`config.mk`:
```
export PLATFORM = sky130hd
export DESIGN_NAME = product_accumulator_flat
export DESIGN_NICKNAME = d
export VERILOG_FILES = /design/src/rtl/product_accumulator_if.sv /design/src/rtl/product_accumulator.sv /design/src/flat_wrapper.sv
export SDC_FILE = /design/constraint.sdc
export NUM_CORES = 1
export LEC_CHECK = 0
export ABC_CLOCK_PERIOD_IN_PS = 2600
export CAP_MARGIN = 20
export CORE_UTILIZATION = 30
export CTS_BUF_LIST = sky130_fd_sc_hd__clkbuf_8 sky130_fd_sc_hd__clkbuf_16
export CTS_CLUSTER_DIAMETER = 150
export CTS_CLUSTER_SIZE = 16
export DETAILED_ROUTE_END_ITERATION = 10
export MAX_ROUTING_LAYER = met4
export PLACE_DENSITY_LB_ADDON = 0.2
export SYNTH_ARGS = -nofsm -noshare
export SYNTH_HDL_FRONTEND = slang
export SYNTH_SLANG_ARGS = --single-unit
```
`constraint.sdc`:
```
create_clock -name clk -period 2.6 [get_ports clk]
set_clock_uncertainty 0.1 [all_clocks]
set_input_delay 0.78 -clock clk [delete_from_list [all_inputs] [get_ports clk]]
set_output_delay 0.78 -clock clk [all_outputs]
set_load 0.01 [all_outputs]
```
`src/rtl/product_accumulator_if.sv`:
```
// Valid/ready bundle between the multiplier stage, the product accumulator
// and the downstream consumer of completed dot-product results.
`timescale 1ns/1ps

interface product_accumulator_if #(
    parameter int PW = 8,
    parameter int AW = 12
);
    logic          p_valid;
    logic          p_ready;
    logic [PW-1:0] p_data;
    logic          res_valid;
    logic          res_ready;
    logic [AW-1:0] res_data;
    logic          res_ovf;

    // Producer/consumer side: offers products and takes results
    modport master (
        output p_valid, p_data, res_ready,
        input  p_ready, res_valid, res_data, res_ovf
    );

    // Accumulator side: takes products and offers results
    modport slave (
        input  p_valid, p_data, res_ready,
        output p_ready, res_valid, res_data, res_ovf
    );
endinterface

```
`src/rtl/product_accumulator.sv`:
```
// Sums LEN consecutive unsigned products into one saturating dot-product
// result, then holds that result on a valid/ready port until it is taken.
`timescale 1ns/1ps

module product_accumulator #(
    parameter int PW  = 8,
    parameter int AW  = 12,
    parameter int LEN = 4,
    localparam int CW = $clog2(LEN) + 1
) (
    input  logic                  clk,
    input  logic                  rst,
    input  logic                  clear,
    product_accumulator_if.slave  bus,
    output logic [CW-1:0]         term_cnt,
    output logic                  busy
);
    typedef enum logic {
        ACC  = 1'b0,
        DONE = 1'b1
    } state_t;

    state_t        state, state_next;
    logic [AW-1:0] acc, acc_next;
    logic [CW-1:0] cnt, cnt_next;
    logic          ovf, ovf_next;
    logic [AW:0]   sum;
    logic          accept;

    // The extra top bit of sum catches the carry that triggers saturation
    assign sum    = {1'b0, acc} + (AW+1)'(bus.p_data);
    assign accept = bus.p_valid & bus.p_ready;

    assign bus.p_ready   = (state == ACC) & ~clear & ~rst;
    assign bus.res_valid = (state == DONE);
    assign bus.res_data  = acc;
    assign bus.res_ovf   = ovf;
    assign term_cnt      = cnt;
    assign busy          = (cnt != '0) | (state == DONE);

    // State register; reset wins over everything else
    always_ff @(posedge clk) begin
        if (rst) begin
            state <= ACC;
            acc   <= '0;
            cnt   <= '0;
            ovf   <= 1'b0;
        end else begin
            state <= state_next;
            acc   <= acc_next;
            cnt   <= cnt_next;
            ovf   <= ovf_next;
        end
    end

    // Next-state logic: clear aborts, otherwise accumulate in ACC or wait for the result handshake in DONE
    always_comb begin
        state_next = state;
        acc_next   = acc;
        cnt_next   = cnt;
        ovf_next   = ovf;
        if (clear) begin
            state_next = ACC;
            acc_next   = '0;
            cnt_next   = '0;
            ovf_next   = 1'b0;
        end else begin
            unique case (state)
                ACC: begin
                    if (accept) begin
                        if (sum[AW]) begin
                            acc_next = '1;
                            ovf_next = 1'b1;
                        end else begin
                            acc_next = sum[AW-1:0];
                        end
                        cnt_next = cnt + 1'b1;
                        if (cnt == CW'(LEN - 1)) begin
                            state_next = DONE;
                        end
                    end
                end
                DONE: begin
                    if (bus.res_ready) begin
                        state_next = ACC;
                        acc_next   = '0;
                        cnt_next   = '0;
                        ovf_next   = 1'b0;
                    end
                end
                default: begin
                    state_next = ACC;
                end
            endcase
        end
    end
endmodule

```
`src/flat_wrapper.sv`:
```
// flat-port wrapper written by rule: the top's interface ports become plain ports
module product_accumulator_flat 
#(
    parameter int PW  = 8,
    parameter int AW  = 12,
    parameter int LEN = 4,
    localparam int CW = $clog2(LEN) + 1
)
  (clk, rst, clear, term_cnt, busy, bus_p_valid, bus_p_data, bus_res_ready, bus_p_ready, bus_res_valid, bus_res_data, bus_res_ovf);
  product_accumulator_if #(.PW(PW), .AW(AW)) bus_i ();
  input  logic clk;
  input  logic rst;
  input  logic clear;
  output logic [CW-1:0] term_cnt;
  output logic busy;
  input wire logic [$bits(bus_i.p_valid)-1:0] bus_p_valid;
  input wire logic [$bits(bus_i.p_data)-1:0] bus_p_data;
  input wire logic [$bits(bus_i.res_ready)-1:0] bus_res_ready;
  output wire logic [$bits(bus_i.p_ready)-1:0] bus_p_ready;
  output wire logic [$bits(bus_i.res_valid)-1:0] bus_res_valid;
  output wire logic [$bits(bus_i.res_data)-1:0] bus_res_data;
  output wire logic [$bits(bus_i.res_ovf)-1:0] bus_res_ovf;
  assign bus_i.p_valid = bus_p_valid;
  assign bus_i.p_data = bus_p_data;
  assign bus_i.res_ready = bus_res_ready;
  assign bus_p_ready = bus_i.p_ready;
  assign bus_res_valid = bus_i.res_valid;
  assign bus_res_data = bus_i.res_data;
  assign bus_res_ovf = bus_i.res_ovf;
  product_accumulator #(.PW(PW), .AW(AW), .LEN(LEN)) u_core (.clk(clk), .rst(rst), .clear(clear), .bus(bus_i), .term_cnt(term_cnt), .busy(busy));
endmodule
```
==> results.json, run 1 <==
{
  "status": "finished clean",
  "yosysSeqAreaShare_pct": 28.1,
  "crit_arrival_ns": 1.67,
  "cpMaxStageDelayCell": "clkdlybuf4s50_1",
  "post-route-util_pct": 48.2,
  "yosysTopAreaCellShare_pct": 28.1,
  "period_share_pct": 98.2,
  "clockPowerShare_pct": 32.2,
  "cp_data_required_time_ns": 1.72,
  "hold_ws_ns": 0.371,
  "grt_pass1_wl_um": 5760,
  "drt_iter0_markers": 91,
  "slew_viol_final": 0,
  "n_antenna_cell": 0,
  "io_pins": 32,
  "yosys.area.top_type": "dfxtp_1",
  "p_leak_nw": 0.697,
  "hp-class": "flop to flop",
  "tns_ns": 0,
  "hold_violations": 0,
  "min-delay-start": "u_core.bus.res_ovf",
  "firstDrtPassIters": 4,
  "core-area_sq_um": 3770,
  "p_int_uw": 451,
  "antenna_found_initial": 0,
  "wl_per_cell_um": 13.5,
  "yosys.cell_types.count": 43,
  "finalSetupViolations": 0,
  "netlist_top_cells_area": "dfxtp_1 (28%), ha_1 (11%), nand3_1 (5.8%)",
  "wirelength_um": 3320,
  "max_freq_mhz": 392,
  "ir_drop_uv": 300,
  "cts_sinks": 17,
  "grt-ovfl-total": 0,
  "placed_cells_incl_taps": 241,
  "ctsHoldBuffers": 0,
  "cp_cell_sequence": "clkdlybuf4s50_1 > or2_4 > nor2_1 > buf_2",
  "path_clk_slew_ns": 0.07,
  "syn_nets": 172,
  "num_rows": 22,
  "grt_pass1_vias": 1310,
  "area_delta_synth_final_pct": 50.1,
  "clockBufferDepth": 2,
  "syn_inst": 147,
  "power.switching_uw": 171,
  "cts_tree": "built",
  "cp_max_fo": 2,
  "yosysWarnings": 0,
  "rrSetupSlack_ns": 0.59,
  "numPortBuffers": 31,
  "netlist_area_sq_um": 1210,
  "track_usage_pct": 17.3,
  "p_per_area_nw_per_um2": 342,
  "swShare_pct": 27.5,
  "via_per_inst": 5.39,
  "hold_depth": 2,
  "min_period_ns": 2.55,
  "cts_root_buf": "clkbuf_8",
  "instances_no_fill": 246,
  "min_to": "u_core.bus.res_ovf",
  "vias": 1326,
  "clk-insertion-delay-late_ns": 0.26,
  "max_stage_delay_ns": 0.43,
  "worstSetupPathType": "input port to primary output",
  "worst_pin_slew_ns": 0.468,
  "grt_max_degree": 13,
  "nets": 224,
  "remaining_drc_errors": 0,
  "comb_power_share_pct": 24.1,
  "die_y_um": 65.6,
  "slew_headroom_pct": 68.5,
  "power_uw": 623,
  "hpwl_um": 2540,
  "place_congestion": 0.793,
  "r2r-start": "u_core.bus.res_data[0]",
  "ys_ff_latch": 17,
  "rsz0062_at_grt": "false",
  "start_kind": "input port",
  "reg2reg_depth": 7,
  "die_w_um": 65.6,
  "htree_levels": 1,
  "critPathBufInv": 2,
  "drv_cap": 0,
  "avgSynthCellArea_sq_um": 8.25,
  "drive_gt1_share_pct": 21.2,
  "cts_made_buffers": 3,
  "p_seq_share_pct": 43.7,
  "r2r_end": "u_core.bus.res_data[6]",
  "cp_top_family": "buffers and inverters",
  "start_util_pct": 32.1,
  "cp-end-kind": "primary output",
  "drtAntennaViolNets": 0,
  "die_area_sq_um": 4300
}
[power groups by stage]
stage	clock, mW	combinational, mW	sequential [mW]
2_1_floorplan	0	0.0700	0.279
3_3_place_gp	0	0.138	0.278
3_5_place_dp	0	0.141	0.278
4_1_cts	0.208	0.143	0.272
5_1_grt	0.218	0.165	0.273
6_report	0.201	0.150	0.272
[area by class of cell]
type | count | area, sq um
clock buffer | 3 | 41.3
clock inverter | 1 | 5.00
fill | 373 | 1950
inverter | 6 | 22.5
multi-input combinational | 118 | 870
sequential | 17 | 340
tap | 48 | 60.1
timing repair buffer | 53 | 480
[synth_stat cells]
library cell	instances
o21ai_2	1
fa_1	1
o211ai_1	6
buf_2	2
nor2b_1	2
a32oi_1	1
o221ai_1	1
o2111a_1	1
dfxtp_1	17
a21oi_1	10
mux2i_1	1
or2_2	1
inv_1	6
o21ai_0	7
nor4_1	1
nand4_1	4
o21a_1	2
xnor2_1	2
or3_1	3
nand2_1	10
and3_1	1
a211oi_1	2
nor2_1	11
nand3_1	14
or3b_2	1
nand2b_1	3
a41oi_2	1
buf_6	1
a31oi_1	5
nor3b_1	1
nor4b_2	1
or4b_1	1
a211o_1	1
a41oi_1	1
a2111oi_2	1
ha_1	11
a21o_1	1
o21bai_1	2
clkbuf_1	3
nor3_1	3
nand3b_1	1
a221oi_1	1
nor3_4	1
[kinds of logic (layout without fill, tap and decap cells)]
| group | Yosys count | after routing | synth area share, % |
|---|---|---|---|
| simple gates | 59 | 59 | 26.6 |
| compound gates | 44 | 44 | 25.5 |
| flops | 17 | 17 | 28.1 |
| fa+ha+maj | 12 | 12 | 13.0 |
| buf+inv | 12 | 63 | 4.54 |
| xor+xnor | 2 | 2 | 1.45 |
| mux | 1 | 1 | 0.826 |
[timing repair]
action | 4_1_cts | 5_1_grt
gates cloned | 0 | 0
pin swaps | 2 | 5
setup endpoints to repair | 14 | 11
resized for setup | 10 | 8
buffers inserted | 1 | 0
[how the worst max path moves through the flow]
stage,depth (start not counted),to,start,slack (ns)
floorplan,7,u_core.bus.res_data[5],bus_p_data[0],0.09
global placement,4,bus_p_ready,clear,-0.40
detailed placement,4,bus_p_ready,clear,-0.41
CTS,8,u_core.bus.res_data[6],bus_p_data[0],0.004
global route,4,bus_p_ready,clear,0.002
finish,4,bus_p_ready,clear,0.05
[through the flow]
stage,cell area (sq um),worst slack [ns]
after global placement,1710,-0.397
after floorplan,1210,0.0891
after detailed placement,1710,-0.412
after global routing,1820,0.00193
final,1820,0.0477
after CTS,1780,0.00385
[placed cells by master (no fill, tap or decap), drive strengths merged, types with 4 or more instances in the layout]
cell type / count
clkdlybuf4s50: 29
buf: 23
dfxtp: 17
nand3: 14
nor2: 11
ha: 11
nand2: 10
a21oi: 10
o21ai: 8
inv: 6
o211ai: 6
a31oi: 5
nand4: 4
nor3: 4
[worst register-to-register path: stages (launching register included)]
cell,delay [ns]
dfxtp_1,0.33
ha_2,0.21
fa_2,0.37
buf_4,0.15
a211o_1,0.30
a2111oi_4,0.31
nor3_1,0.08
nand3_1,0.09
[flip-flops by register name, summed over array words and instances, names as in the netlist]
register / count
u_core.bus.res_data: 12
u_core.bus.res_ovf: 1
u_core.bus.res_valid: 1
u_core.term_cnt: 3
[per-layer routing]
metal	GRT usage, %	vias up	share of wire (%)
met5	-	-	0
met4	2.45	0	0.12
met3	4.69	2	4.1
met2	28.1	34	49
met1	22.0	629	47
li1	-	661	-
No activity file was read; power rests on OpenSTA's default activity.
==> run 2, diff against run 1 <==
--- a/config.mk
+++ b/config.mk
@@ -14,6 +14,7 @@
 export DETAILED_ROUTE_END_ITERATION = 10
 export MAX_ROUTING_LAYER = met4
 export PLACE_DENSITY_LB_ADDON = 0.2
+export REMOVE_ABC_BUFFERS = 1
 export SYNTH_ARGS = -nofsm -noshare
 export SYNTH_HDL_FRONTEND = slang
 export SYNTH_SLANG_ARGS = --single-unit
==> run 2 against run 1 <==
Combinational power is essentially flat. Setup slack gained 0.0012 ns. Core utilization grew 1.1 points. Clock power about the same. Largest cell class unchanged.
==> results.json, run 2 (synthesis gave the netlist of run 1 again) <==
{
  "p_leak_nw": 0.728,
  "max_stage_delay_ns": 0.43,
  "hp-class": "flop to flop",
  "cpMaxStageDelayCell": "clkdlybuf4s50_1",
  "min_period_ns": 2.55,
  "die_w_um": 65.6,
  "mostFrequentLayoutCells": "clkdlybuf4s50_1 (29), buf_4 (23), dfxtp_1 (17), nand3_1 (14)",
  "via_per_inst": 5.22,
  "drtAntennaViolNets": 0,
  "hpwl_um": 2530,
  "drt_iter0_markers": 60,
  "clk-insertion-delay-late_ns": 0.25,
  "pre_cts_slack_ns": -0.423,
  "post-route-util_pct": 49.3,
  "n_antenna_cell": 0,
  "drive_gt1_share_pct": 22.3,
  "numPortBuffers": 31,
  "setup_slack_ns": 0.0489,
  "cts_sinks": 17,
  "io_pins": 32,
  "cp_top_family": "buffers and inverters",
  "drv_cap": 0,
  "antenna_found_initial": 0,
  "die_y_um": 65.6,
  "grt_pass1_vias": 1223,
  "fin_area_sq_um": 1860,
  "worst_pin_slew_ns": 0.441,
  "final_common_cell": "clkdlybuf4s50_1",
  "cts_made_buffers": 3,
  "vias": 1306,
  "placed_cells_incl_taps": 243,
  "max_freq_mhz": 392,
  "die_area_sq_um": 4300,
  "grt_max_degree": 13,
  "start_kind": "input port",
  "grt-ovfl-total": 0,
  "track_usage_pct": 17.1,
  "firstDrtPassIters": 4,
  "num_rows": 22,
  "grt_pass1_wl_um": 5530,
  "remaining_drc_errors": 0,
  "path_clk_slew_ns": 0.07,
  "worstSetupPathType": "input port to primary output",
  "instances_no_fill": 250,
  "largest_reg_flops": 12,
  "slew_viol_final": 0,
  "start_util_pct": 32.1,
  "critPathBufInv": 2,
  "nets": 228,
  "period_share_pct": 98.1,
  "p_per_area_nw_per_um2": 335,
  "crit_arrival_ns": 1.67,
  "area_delta_synth_final_pct": 53.5,
  "cts_tree": "built",
  "hold_violations": 0,
  "place_congestion": 0.862,
  "htree_levels": 1,
  "cp_max_fo": 2,
  "finalSetupViolations": 0,
  "cp-end-kind": "primary output",
  "wl_per_cell_um": 13.7,
  "clockBufferDepth": 2,
  "wirelength_um": 3430,
  "cts_root_buf": "clkbuf_8",
  "cp_cell_sequence": "clkdlybuf4s50_1 > or2_4 > nor2_1 > buf_2",
  "status": "finished clean",
  "power_uw": 623,
  "hold_ws_ns": 0.365,
  "ir_drop_uv": 172,
  "place_area_sq_um": 1720,
  "tns_ns": 0,
  "slew_headroom_pct": 70.5,
  "cp_data_required_time_ns": 1.72,
  "core-area_sq_um": 3770,
  "ctsHoldBuffers": 0
}
[run 2: what timing repair did]
item | 4_1_cts | 5_1_grt
endpoints found under the setup margin | 14 | 11
buffers inserted | 0 | 3
pin swaps | 4 | 6
gates cloned | 0 | 0
gates resized for setup | 8 | 12
[run 2: final timing paths]
kind / start / end / slack (ns) / cells after the start
hold / removal: u_core.bus.res_ovf / u_core.bus.res_ovf / 0.37 / 2
setup / recovery: clear / bus_p_ready / 0.05 / 4
hold reg to reg: u_core.bus.res_ovf / u_core.bus.res_ovf / 0.37 / 2
setup reg to reg: u_core.bus.res_data[0] / u_core.bus.res_data[6] / 0.54 / 7
[run 2: layout make-up]
type,count,area (sq um)
Fill cell,361,1910
Multi-Input combinational cell,118,878
Timing Repair Buffer,57,514
Sequential cell,17,340
Tap cell,48,60.1
Clock buffer,3,41.3
Inverter,6,22.5
Clock inverter,1,3.75
[run 2: tightest hold or removal path: stages, from the launching register on]
cell and delay [ns]:
dfxtp_1 0.32, nand2_1 0.05, a21oi_1 0.05
[run 2: per-layer routing]
metal / track usage [%] / part of all wire [%]
met3: 3.13 / 3.1
met4: 4.08 / 1.1
met5: - / 0
met2: 28.5 / 50
met1: 21.2 / 46
[run 2: power breakdown]
group / switching, mW / internal, mW
registers: 0.00561 / 0.266
clock network: 0.0939 / 0.105
logic: 0.0711 / 0.0811
total: 0.171 / 0.452
